`src/rtl/ref_force_wb_collector.sv`:
```
// Gathers accumulated reference forces from seven accumulator lanes, buffers
// each lane in a 2-deep FIFO and drains them round-robin onto one writeback port.
module ref_force_wb_collector #(
  parameter int DATA_WIDTH        = 32,
  parameter int PARTICLE_ID_WIDTH = 8,
  parameter int CELL_ID_WIDTH     = 3,
  parameter int NUM_LANES         = 7,
  parameter int ID_WIDTH          = 3*CELL_ID_WIDTH+PARTICLE_ID_WIDTH
) (
  input  logic                            clk,
  input  logic                            rst_n,
  input  logic [NUM_LANES-1:0]            in_valid,
  input  logic [NUM_LANES-1:0]            in_start_wb,
  input  logic [NUM_LANES*ID_WIDTH-1:0]   in_id,
  input  logic [NUM_LANES*DATA_WIDTH-1:0] in_force_x,
  input  logic [NUM_LANES*DATA_WIDTH-1:0] in_force_y,
  input  logic [NUM_LANES*DATA_WIDTH-1:0] in_force_z,
  output logic                            in_stall,
  output logic                            out_valid,
  input  logic                            out_ready,
  output logic [2:0]                      out_lane,
  output logic [ID_WIDTH-1:0]             out_id,
  output logic [DATA_WIDTH-1:0]           out_force_x,
  output logic [DATA_WIDTH-1:0]           out_force_y,
  output logic [DATA_WIDTH-1:0]           out_force_z,
  output logic                            wb_busy,
  output logic                            wb_done,
  output logic [3:0]                      wb_count,
  output logic                            overflow
);

  localparam int ENTRY_W = ID_WIDTH + 3*DATA_WIDTH;

  typedef enum logic {ST_IDLE, ST_ACTIVE} state_e;

  state_e               state_q, state_d;
  logic [ENTRY_W-1:0]   mem_q [NUM_LANES][2];
  logic [ENTRY_W-1:0]   mem_d [NUM_LANES][2];
  logic [NUM_LANES-1:0] head_q, head_d;
  logic [1:0]           count_q [NUM_LANES];
  logic [1:0]           count_d [NUM_LANES];
  logic [2:0]           rr_ptr_q, rr_ptr_d;
  logic                 out_valid_q, out_valid_d;
  logic [2:0]           out_lane_q, out_lane_d;
  logic [ENTRY_W-1:0]   out_entry_q, out_entry_d;
  logic [3:0]           wb_count_q, wb_count_d;
  logic                 overflow_q, overflow_d;

  logic [ENTRY_W-1:0]   in_entry [NUM_LANES];
  logic [NUM_LANES-1:0] non_empty;
  logic [NUM_LANES-1:0] full;
  logic [NUM_LANES-1:0] pop;
  logic [NUM_LANES-1:0] push;
  logic                 grant_valid;
  logic [2:0]           grant_lane;
  logic [3:0]           arb_sum;
  logic [2:0]           arb_idx;
  logic                 load;
  logic                 handshake;
  logic                 any_push;
  logic                 any_start;
  logic                 all_empty;
  logic                 wb_done_c;

  for (genvar g = 0; g < NUM_LANES; g++) begin : g_lane
    assign in_entry[g]  = {in_id[g*ID_WIDTH +: ID_WIDTH],
                           in_force_x[g*DATA_WIDTH +: DATA_WIDTH],
                           in_force_y[g*DATA_WIDTH +: DATA_WIDTH],
                           in_force_z[g*DATA_WIDTH +: DATA_WIDTH]};
    assign non_empty[g] = (count_q[g] != 2'd0);
    assign full[g]      = (count_q[g] == 2'd2);
    assign pop[g]       = load && (grant_lane == 3'(g));
  end

  assign handshake = out_valid_q && out_ready;
  assign load      = grant_valid && (!out_valid_q || out_ready);
  assign any_push  = |in_valid;
  assign any_start = |in_start_wb;
  assign all_empty = (non_empty == '0) && !out_valid_q;

  // Round-robin search starting at rr_ptr, wrapping modulo the lane count.
  always_comb begin
    grant_valid = 1'b0;
    grant_lane  = 3'd0;
    arb_sum     = 4'd0;
    arb_idx     = 3'd0;
    for (int k = 0; k < NUM_LANES; k++) begin
      arb_sum = {1'b0, rr_ptr_q} + 4'(k);
      if (arb_sum >= 4'(NUM_LANES)) arb_sum = arb_sum - 4'(NUM_LANES);
      arb_idx = arb_sum[2:0];
      if (!grant_valid && non_empty[arb_idx]) begin
        grant_valid = 1'b1;
        grant_lane  = arb_idx;
      end
    end
  end

  // A full FIFO still accepts a push when its head is popped in the same
  // cycle; the write lands in the slot being vacated.
  always_comb begin
    mem_d      = mem_q;
    head_d     = head_q;
    count_d    = count_q;
    overflow_d = overflow_q;
    push       = '0;
    for (int i = 0; i < NUM_LANES; i++) begin
      push[i] = in_valid[i] && (!full[i] || pop[i]);
      if (in_valid[i] && full[i] && !pop[i]) overflow_d = 1'b1;
      if (push[i]) mem_d[i][head_q[i] ^ count_q[i][0]] = in_entry[i];
      if (pop[i]) head_d[i] = ~head_q[i];
      count_d[i] = count_q[i] + {1'b0, push[i]} - {1'b0, pop[i]};
    end
  end

  always_comb begin
    out_valid_d = out_valid_q;
    out_lane_d  = out_lane_q;
    out_entry_d = out_entry_q;
    rr_ptr_d    = rr_ptr_q;
    if (load) begin
      out_valid_d = 1'b1;
      out_lane_d  = grant_lane;
      out_entry_d = mem_q[grant_lane][head_q[grant_lane]];
      rr_ptr_d    = (grant_lane == 3'(NUM_LANES-1)) ? 3'd0 : grant_lane + 3'd1;
    end else if (handshake) begin
      out_valid_d = 1'b0;
    end
  end

  // Round tracking: opening a round restarts the handoff count.
  always_comb begin
    state_d    = state_q;
    wb_count_d = wb_count_q;
    wb_done_c  = 1'b0;
    case (state_q)
      ST_IDLE: begin
        if (any_push || any_start) begin
          state_d    = ST_ACTIVE;
          wb_count_d = handshake ? 4'd1 : 4'd0;
        end else if (handshake && wb_count_q != 4'd15) begin
          wb_count_d = wb_count_q + 4'd1;
        end
      end
      ST_ACTIVE: begin
        if (handshake && wb_count_q != 4'd15) wb_count_d = wb_count_q + 4'd1;
        if (all_empty && !any_push && !any_start) begin
          state_d   = ST_IDLE;
          wb_done_c = 1'b1;
        end
      end
      default: state_d = ST_IDLE;
    endcase
  end

  always_ff @(posedge clk or negedge rst_n) begin
    if (!rst_n) begin
      state_q     <= ST_IDLE;
      head_q      <= '0;
      for (int i = 0; i < NUM_LANES; i++) count_q[i] <= 2'd0;
      rr_ptr_q    <= 3'd0;
      out_valid_q <= 1'b0;
      out_lane_q  <= 3'd0;
      out_entry_q <= '0;
      wb_count_q  <= 4'd0;
      overflow_q  <= 1'b0;
    end else begin
      state_q     <= state_d;
      head_q      <= head_d;
      count_q     <= count_d;
      rr_ptr_q    <= rr_ptr_d;
      out_valid_q <= out_valid_d;
      out_lane_q  <= out_lane_d;
      out_entry_q <= out_entry_d;
      wb_count_q  <= wb_count_d;
      overflow_q  <= overflow_d;
    end
  end

  // FIFO storage needs no reset; validity is tracked by the counts.
  always_ff @(posedge clk) begin
    mem_q <= mem_d;
  end

  assign in_stall    = |full;
  assign out_valid   = out_valid_q;
  assign out_lane    = out_lane_q;
  assign out_id      = out_entry_q[ENTRY_W-1 -: ID_WIDTH];
  assign out_force_x = out_entry_q[3*DATA_WIDTH-1 -: DATA_WIDTH];
  assign out_force_y = out_entry_q[2*DATA_WIDTH-1 -: DATA_WIDTH];
  assign out_force_z = out_entry_q[DATA_WIDTH-1:0];
  assign wb_busy     = (state_q == ST_ACTIVE);
  assign wb_done     = wb_done_c;
  assign wb_count    = wb_count_q;
  assign overflow    = overflow_q;

endmodule

```
`config.mk`:
```
export PLATFORM = sky130hd
export DESIGN_NAME = ref_force_wb_collector
export DESIGN_NICKNAME = d
export VERILOG_FILES = /design/src/rtl/ref_force_wb_collector.sv
export SDC_FILE = /design/constraint.sdc
export NUM_CORES = 2
export LEC_CHECK = 0
export ABC_CLOCK_PERIOD_IN_PS = 14200
export CORE_MARGIN = 2
export CORE_UTILIZATION = 25
export CTS_CLUSTER_DIAMETER = 40
export DETAILED_ROUTE_END_ITERATION = 10
export GPL_TIMING_DRIVEN = 0
export PLACE_DENSITY_LB_ADDON = 0.15
export SYNTH_ARGS = -nofsm -noshare
export SYNTH_HDL_FRONTEND = slang
export SYNTH_SLANG_ARGS = --single-unit
```
`constraint.sdc`:
```
create_clock -name clk -period 14.2 [get_ports clk]
set_input_delay 2.13 -clock clk [delete_from_list [all_inputs] [get_ports clk]]
set_output_delay 2.13 -clock clk [all_outputs]
set_load 0.1 [all_outputs]
```
---- Word-level counts from Yosys, hierarchy flattened ----
Index checks and enable logic that the tools add are counted.
storage, ports and cells
  register bits after elaboration ......... 1729
  latch bits .............................. 0
  RAM bits ................................ 0
  ROM bits ................................ 0
  input port bits ......................... 808
  word-level logic and storage cells ...... 309
  memories kept ........................... 0
cells by class
  $add $sub $neg .......................... 29
  multipliers ............................. 0
  divide/modulo/power cells ............... 0
  order comparisons ....................... 31
  equal/unequal tests ..................... 14
  shifts and indexed selects .............. 0
  multiplexer cells ....................... 83
  bitwise gates (word level) .............. 24
  reduce and logical (&&, ||, !) cells .... 93
operator list
  kind                                                               number
  bitwise mux 226 bit                                                7
  two-way mux 113 bit                                                10
  demux 113 bit (select 1 bit)                                       7
  binary-select mux 226 bit (select 3 bit)                           1
  two-way mux 226 bit                                                2
  logical AND 1 bit                                                  47
  two-way mux 3 bit                                                  15
  less-than comparator 3 x 4 -> 1 bit, second input constant         8
  two-way mux 1 bit                                                  29
  binary-select mux 1 bit (select 3 bit)                             8
  greater-or-equal comparator 4 x 3 -> 1 bit, second input constant  6
  logical NOT 1 bit                                                  23
  OR reduction 7 bit                                                 3
  subtractor 3 bit, second input constant                            7
  greater-or-equal comparator 2 bit, second input constant           8
  inverter 1 -> 2 bit                                                8
  nonzero test 2 bit                                                 8
  adder 2 x 1 -> 2 bit                                               7
  == test 2 bit, second input constant                               7
  less-than comparator 2 x 1 -> 1 bit, second input constant         7
  subtractor 2 x 1 -> 2 bit                                          7
  adder 3 x 3 -> 4 bit, second input constant                        3
  == test 3 bit, second input constant                               3
  logical OR 1 bit                                                   9
  18 further kinds                                                   34

---- Longest topological paths before layout ----
  word-level depth ........................ 34
  depth in mapped cells ................... 28
  mapped depth without buffers ............ 22

---- Least setup slack after synthesis ----
OpenSTA, ideal clock, no wires.
  path type ............................... register -> register
  from .................................... register rr_ptr_q[1]
  to ...................................... register mem_q[791] in the netlist's numbering (enable)
  library setup time ...................... 586 ps
  arrival time ............................ 9369 ps
  required time ........................... 13614 ps
  slack ................................... 4245 ps
  stages on the path, launching flop included .. 25
  buffers on the path ..................... 6
  clock period less this slack ............ 9955 ps
  path through ............................ dfrtp_1 > buf_2 > inv_1 > ha_1 > inv_1 > fa_1 > or2_1 > and2_1 > mux2_2 > a221o_1 > nor3b_4 > o311a_1 > a41oi_1 > buf_4 > buf_6 > buf_4 > buf_2 > buf_2 > nand2_1 > inv_1 > ha_1 > nand2_1 > nand2b_1 > nand2_1 > nor2_1
on the way
  word-level cells in the longest chain between the ends .. 27
  elaborated cells on any way between the ends .. 72
  those cells by class .................... add/sub (13); order compare (7); eq/ne (1); mux (35); reduce/logical (16)
ends and longest elaborated chain
  what                                                           line  text
  from (decl)                                                    42    logic [2:0] rr_ptr_q, rr_ptr_d;
  from (signal assigned)                                         170   rr_ptr_q <= rr_ptr_d;
  branches (longest 24 deep; another with adder 3 x 1 -> 4 bit)  -
  logical AND 1 bit (*)                                          72    assign pop[g] = load && (grant_lane == 3'(g));
  logical OR 1 bit (*)                                           107   push[i] = in_valid[i] && (!full[i] || pop[i]);
  logical AND 1 bit (*)                                          107
  to (signal assigned)                                           181   mem_q <= mem_d;
  to (decl)                                                      37    logic [ENTRY_W-1:0] mem_q [NUM_LANES][2];
Every way passes the cells marked *. The select of a mux whose other input is x is not followed.
A chain may end at the register's enable or synchronous reset.

---- Final worst setup path ----
  from .................................... register rr_ptr_q[1]
  to ...................................... register mem_q[765] in the netlist's numbering (enable)
The elaborated chain is that of the path after synthesis.

==> out/qor_table.md <==
| Parameter | This run | Unit |
| --- | --- | --- |
| DPL Wire Length | 247000 | um |
| Final period util | 0.652 | - |
| DP Worst Slack | 4.97 | ns |
| Sequential fraction of the synthesis area | 0.753 | - |
| Worst slew margin relative to its limit | 0.0621 | - |
| Worst path required time | 14.76 | ns |
| Highest cell delay on the worst timing path | 0.80 | ns |
| Number of iterations in the first detailed-routing pass | 5 | - |
| Arrival time at the worst endpoint | 9.81 | ns |
| Most frequent CP cell | sky130_fd_sc_hd__buf_2 | - |
| Post-route worst setup slack | 4.95 | ns |
| Total setup buffers inserted after CTS | 0 | - |
| Die Footprint | 0.276 | sq mm |
| EDFF count, synth | 1582 | - |
| CP bufs+invs | 11 | - |
| Class of the most critical hold timing path | reg2reg | - |
| Hold-fix buffers, CTS | 0 | - |
| Metal-1 WL | 133000 | um |
| Startpoint type of the worst setup path | flop | - |
| Met3 routed WL | 30200 | um |
| Area inside the core boundary | 0.271 | sq mm |
| Crit Path Max Fanout | 41 | - |
| Netlist Area Pre-Place | 0.0680 | sq mm |
| Finished Layout Cells | 9827 | - |
| Iteration-0 DRC count of the detailed router | 4458 | - |
| Post-synth top area cell | sky130_fd_sc_hd__edfxtp_1 | - |
| Fin. Hold Viols | 0 | - |
| Number of cells on the critical path | 25 | - |
| Cell types with the largest area share after synthesis | sky130_fd_sc_hd__edfxtp_1 (70%), sky130_fd_sc_hd__dfrtp_1 (5.4%), sky130_fd_sc_hd__nand2_1 (4.2%) | - |
| Total of flip-flops plus latches after synthesis | 1729 | - |
| Insertion delay to the later sink of the worst-skew pair | 0.92 | ns |
| Met2 routed WL | 157000 | um |
| Maximum count of clock buffers along a single path | 4 | - |
| Maximum Capacitance Violations | 0 | - |
| Number of slew-limit violations in the final report | 0 | - |
| Mapped Cells | 4577 | - |
| Post-route ant nets | 0 | - |
| Primary flip-flop cell chosen by synthesis mapping | sky130_fd_sc_hd__edfxtp_1 | - |
| Distinct cell type count of the synthesized netlist | 83 | - |
| Pin count of the biggest net entering global routing | 74 | - |
| Die extent in x | 526 | um |
| Number of nets produced by synthesis | 5414 | - |
| Worst reg2reg startpoint | rr_ptr_q[1] | - |
| Synthesized area per cell | 14.9 | sq um |
| Number of vias in the routed layout | 48852 | - |
| Clock buffers created by TritonCTS | 328 | - |
| Total instance count after detailed placement | 9159 | - |
| Vias in the first global route | 49801 | - |
| Total negative slack for setup checks | 0 | ns |
| Minimum period implied by the final worst setup slack | 9.25 | ns |
| CTS tree | yes | - |
| Synth Warn # | 0 | - |
| Number of antenna violations at the first check in global routing | 180 | - |
| Layout cells sized above 1 | 0.142 | - |
| Total Nets Final | 6756 | - |
| Via density | 4.97 | - |
| R2R setup slack | 4.95 | ns |
| Highest routing layer actually used | met5 | - |
| Effective utilization at floorplan | 0.251 | - |
| Worst clock skew | 0.0793 | ns |
| Number of filler cells placed in the layout | 26172 | - |
| Setup repair after global routing missed its margin | no | - |
| First element of the critical path | rr_ptr_q[1] | - |
| Total grt overflow | 0 | - |
| Routed WL per cell | 33.9 | um |
| Overall routed net length | 333000 | um |
| Root buffer selected by CTS | sky130_fd_sc_hd__clkbuf_16 | - |
| First-pass GRT wire length | 439000 | um |
| Count of input and output buffers | 932 | - |
| Cells on worst reg2reg path | 25 | - |
| Synth top cells by count | sky130_fd_sc_hd__edfxtp_1 (1582), sky130_fd_sc_hd__nand2_1 (769), sky130_fd_sc_hd__nand3_1 (204), sky130_fd_sc_hd__clkbuf_1 (193), sky130_fd_sc_hd__mux2i_1 (166) | - |
| Top delay family on crit path | buffers and inverters | - |
| Number of cell rows | 191 | - |
| Cell with the most instances after synthesis | sky130_fd_sc_hd__edfxtp_1 | - |
| Capture point of the worst path | mem_q[765] | - |
| Worst-path cell with the longest stage delay | sky130_fd_sc_hd__clkbuf_1 | - |
| Outcome | finished, final reports clean | - |
| Maximum level of the CTS H-tree | 5 | - |
| Post-cts repair resize count | 0 | - |
| Post-Route Utilization | 0.352 | - |
| Clock slew at the register clock pins of the worst setup and hold paths | 0.05 | ns |
| Critical path capture point type | flop | - |
| Sinks on the clock net | 1729 | - |
| Path type of the worst setup path | reg2reg | - |
| Fmax achieved | 0.108 | GHz |
| Yosys top cell area share | 0.699 | - |
| Count of unresolved DRC violations after routing | 0 | - |
| Number of top-level pins | 933 | - |
| Overall routing resource usage | 0.234 | - |
| Async SR Flop Fraction | 0.0850 | - |
| Area growth, synth to finish | 40.2 | % |
| Capture instance of the worst register-to-register path | mem_q[765] | - |
| RD Place Congestion | 0.829 | - |
| Measured slew at the worst slew-check pin | 1.41 | ns |
| Final setup violating endpoints | 0 | - |
| Chip Height | 526 | um |
==> through the flow <==
step	area (sq um)	hold WS [ns]
2_1_floorplan	68000	0.473
3_3_place_gp	81800	0.472
3_5_place_dp	83700	0.485
4_1_cts	95200	0.497
5_1_grt	95200	0.518
6_report	95300	0.498
==> tightest hold or removal path, stage by stage, from the launching register on <==
cell                      delay, ns
sky130_fd_sc_hd__dfrtp_1       0.35
sky130_fd_sc_hd__a32oi_1       0.05
sky130_fd_sc_hd__o21ai_0       0.06
==> cells by family after synthesis <==
family | Yosys count | synth area share
AO/OA/AOI/OAI | 908 | 0.0910
XOR/XNOR | 40 | 0.00559
adder cells (fa/ha/maj) | 29 | 0.00545
buffers and inverters | 334 | 0.0213
flip-flops | 1729 | 0.753
multiplexers | 256 | 0.0431
AND/OR/NAND/NOR | 1281 | 0.0808
==> worst min path at each step <==
stage	from	to	cells after the start	slack, ns
2_1_floorplan	count_q[9]	count_q[9]	1	0.47
3_3_place_gp	out_lane[1]	out_lane[1]	2	0.47
3_5_place_dp	out_entry_q[4]	out_entry_q[4]	2	0.49
4_1_cts	out_entry_q[4]	out_entry_q[4]	2	0.50
5_1_grt	out_entry_q[105]	out_entry_q[105]	2	0.52
6_report	out_entry_q[4]	out_entry_q[4]	2	0.50
==> flip-flops by register name, summed over array words and instances, names as in the netlist, 3 cells and up <==
signal	count
rr_ptr_q	3
out_entry_q	113
out_lane	3
count_q	14
wb_count	4
head_q	7
mem_q	1582
==> cells in the final DEF (no fill, tap or decap), types with 84 or more instances in the layout <==
master,count
sky130_fd_sc_hd__nand3_1,204
sky130_fd_sc_hd__nand2_1,769
sky130_fd_sc_hd__clkbuf_1,219
sky130_fd_sc_hd__a32oi_1,105
sky130_fd_sc_hd__clkdlybuf4s50_1,931
sky130_fd_sc_hd__o21ai_1,84
sky130_fd_sc_hd__o21ai_0,136
sky130_fd_sc_hd__mux2i_1,166
sky130_fd_sc_hd__clkbuf_16,331
sky130_fd_sc_hd__nor2_1,138
sky130_fd_sc_hd__edfxtp_1,1582
sky130_fd_sc_hd__dfrtp_1,147
sky130_fd_sc_hd__a21oi_1,164
sky130_fd_sc_hd__a31oi_1,105
==> metal layers <==
metal  track usage  vias up
met5             0        -
met4        0.0790      136
met3        0.0676      613
met2         0.385     2392
met1         0.292    25063
li1              -    20648
==> cell type report <==
class                           instances  area, sq um  area share
Clock buffer                          383         8620      0.0904
Sequential cell                      1729        51200       0.537
Antenna cell                           60          150     0.00158
Inverter                               25         93.8    0.000984
Timing Repair Buffer                 1012        11100       0.116
Multi-Input combinational cell       2514        15500       0.162
Clock inverter                        225         2910      0.0305
Tap cell                             3570         4470      0.0469
Buffer                                309         1370      0.0144
Power is left out: the tool's default activity adds up to more than one toggle a clock period on the data nets, which glitch-free logic cannot reach.
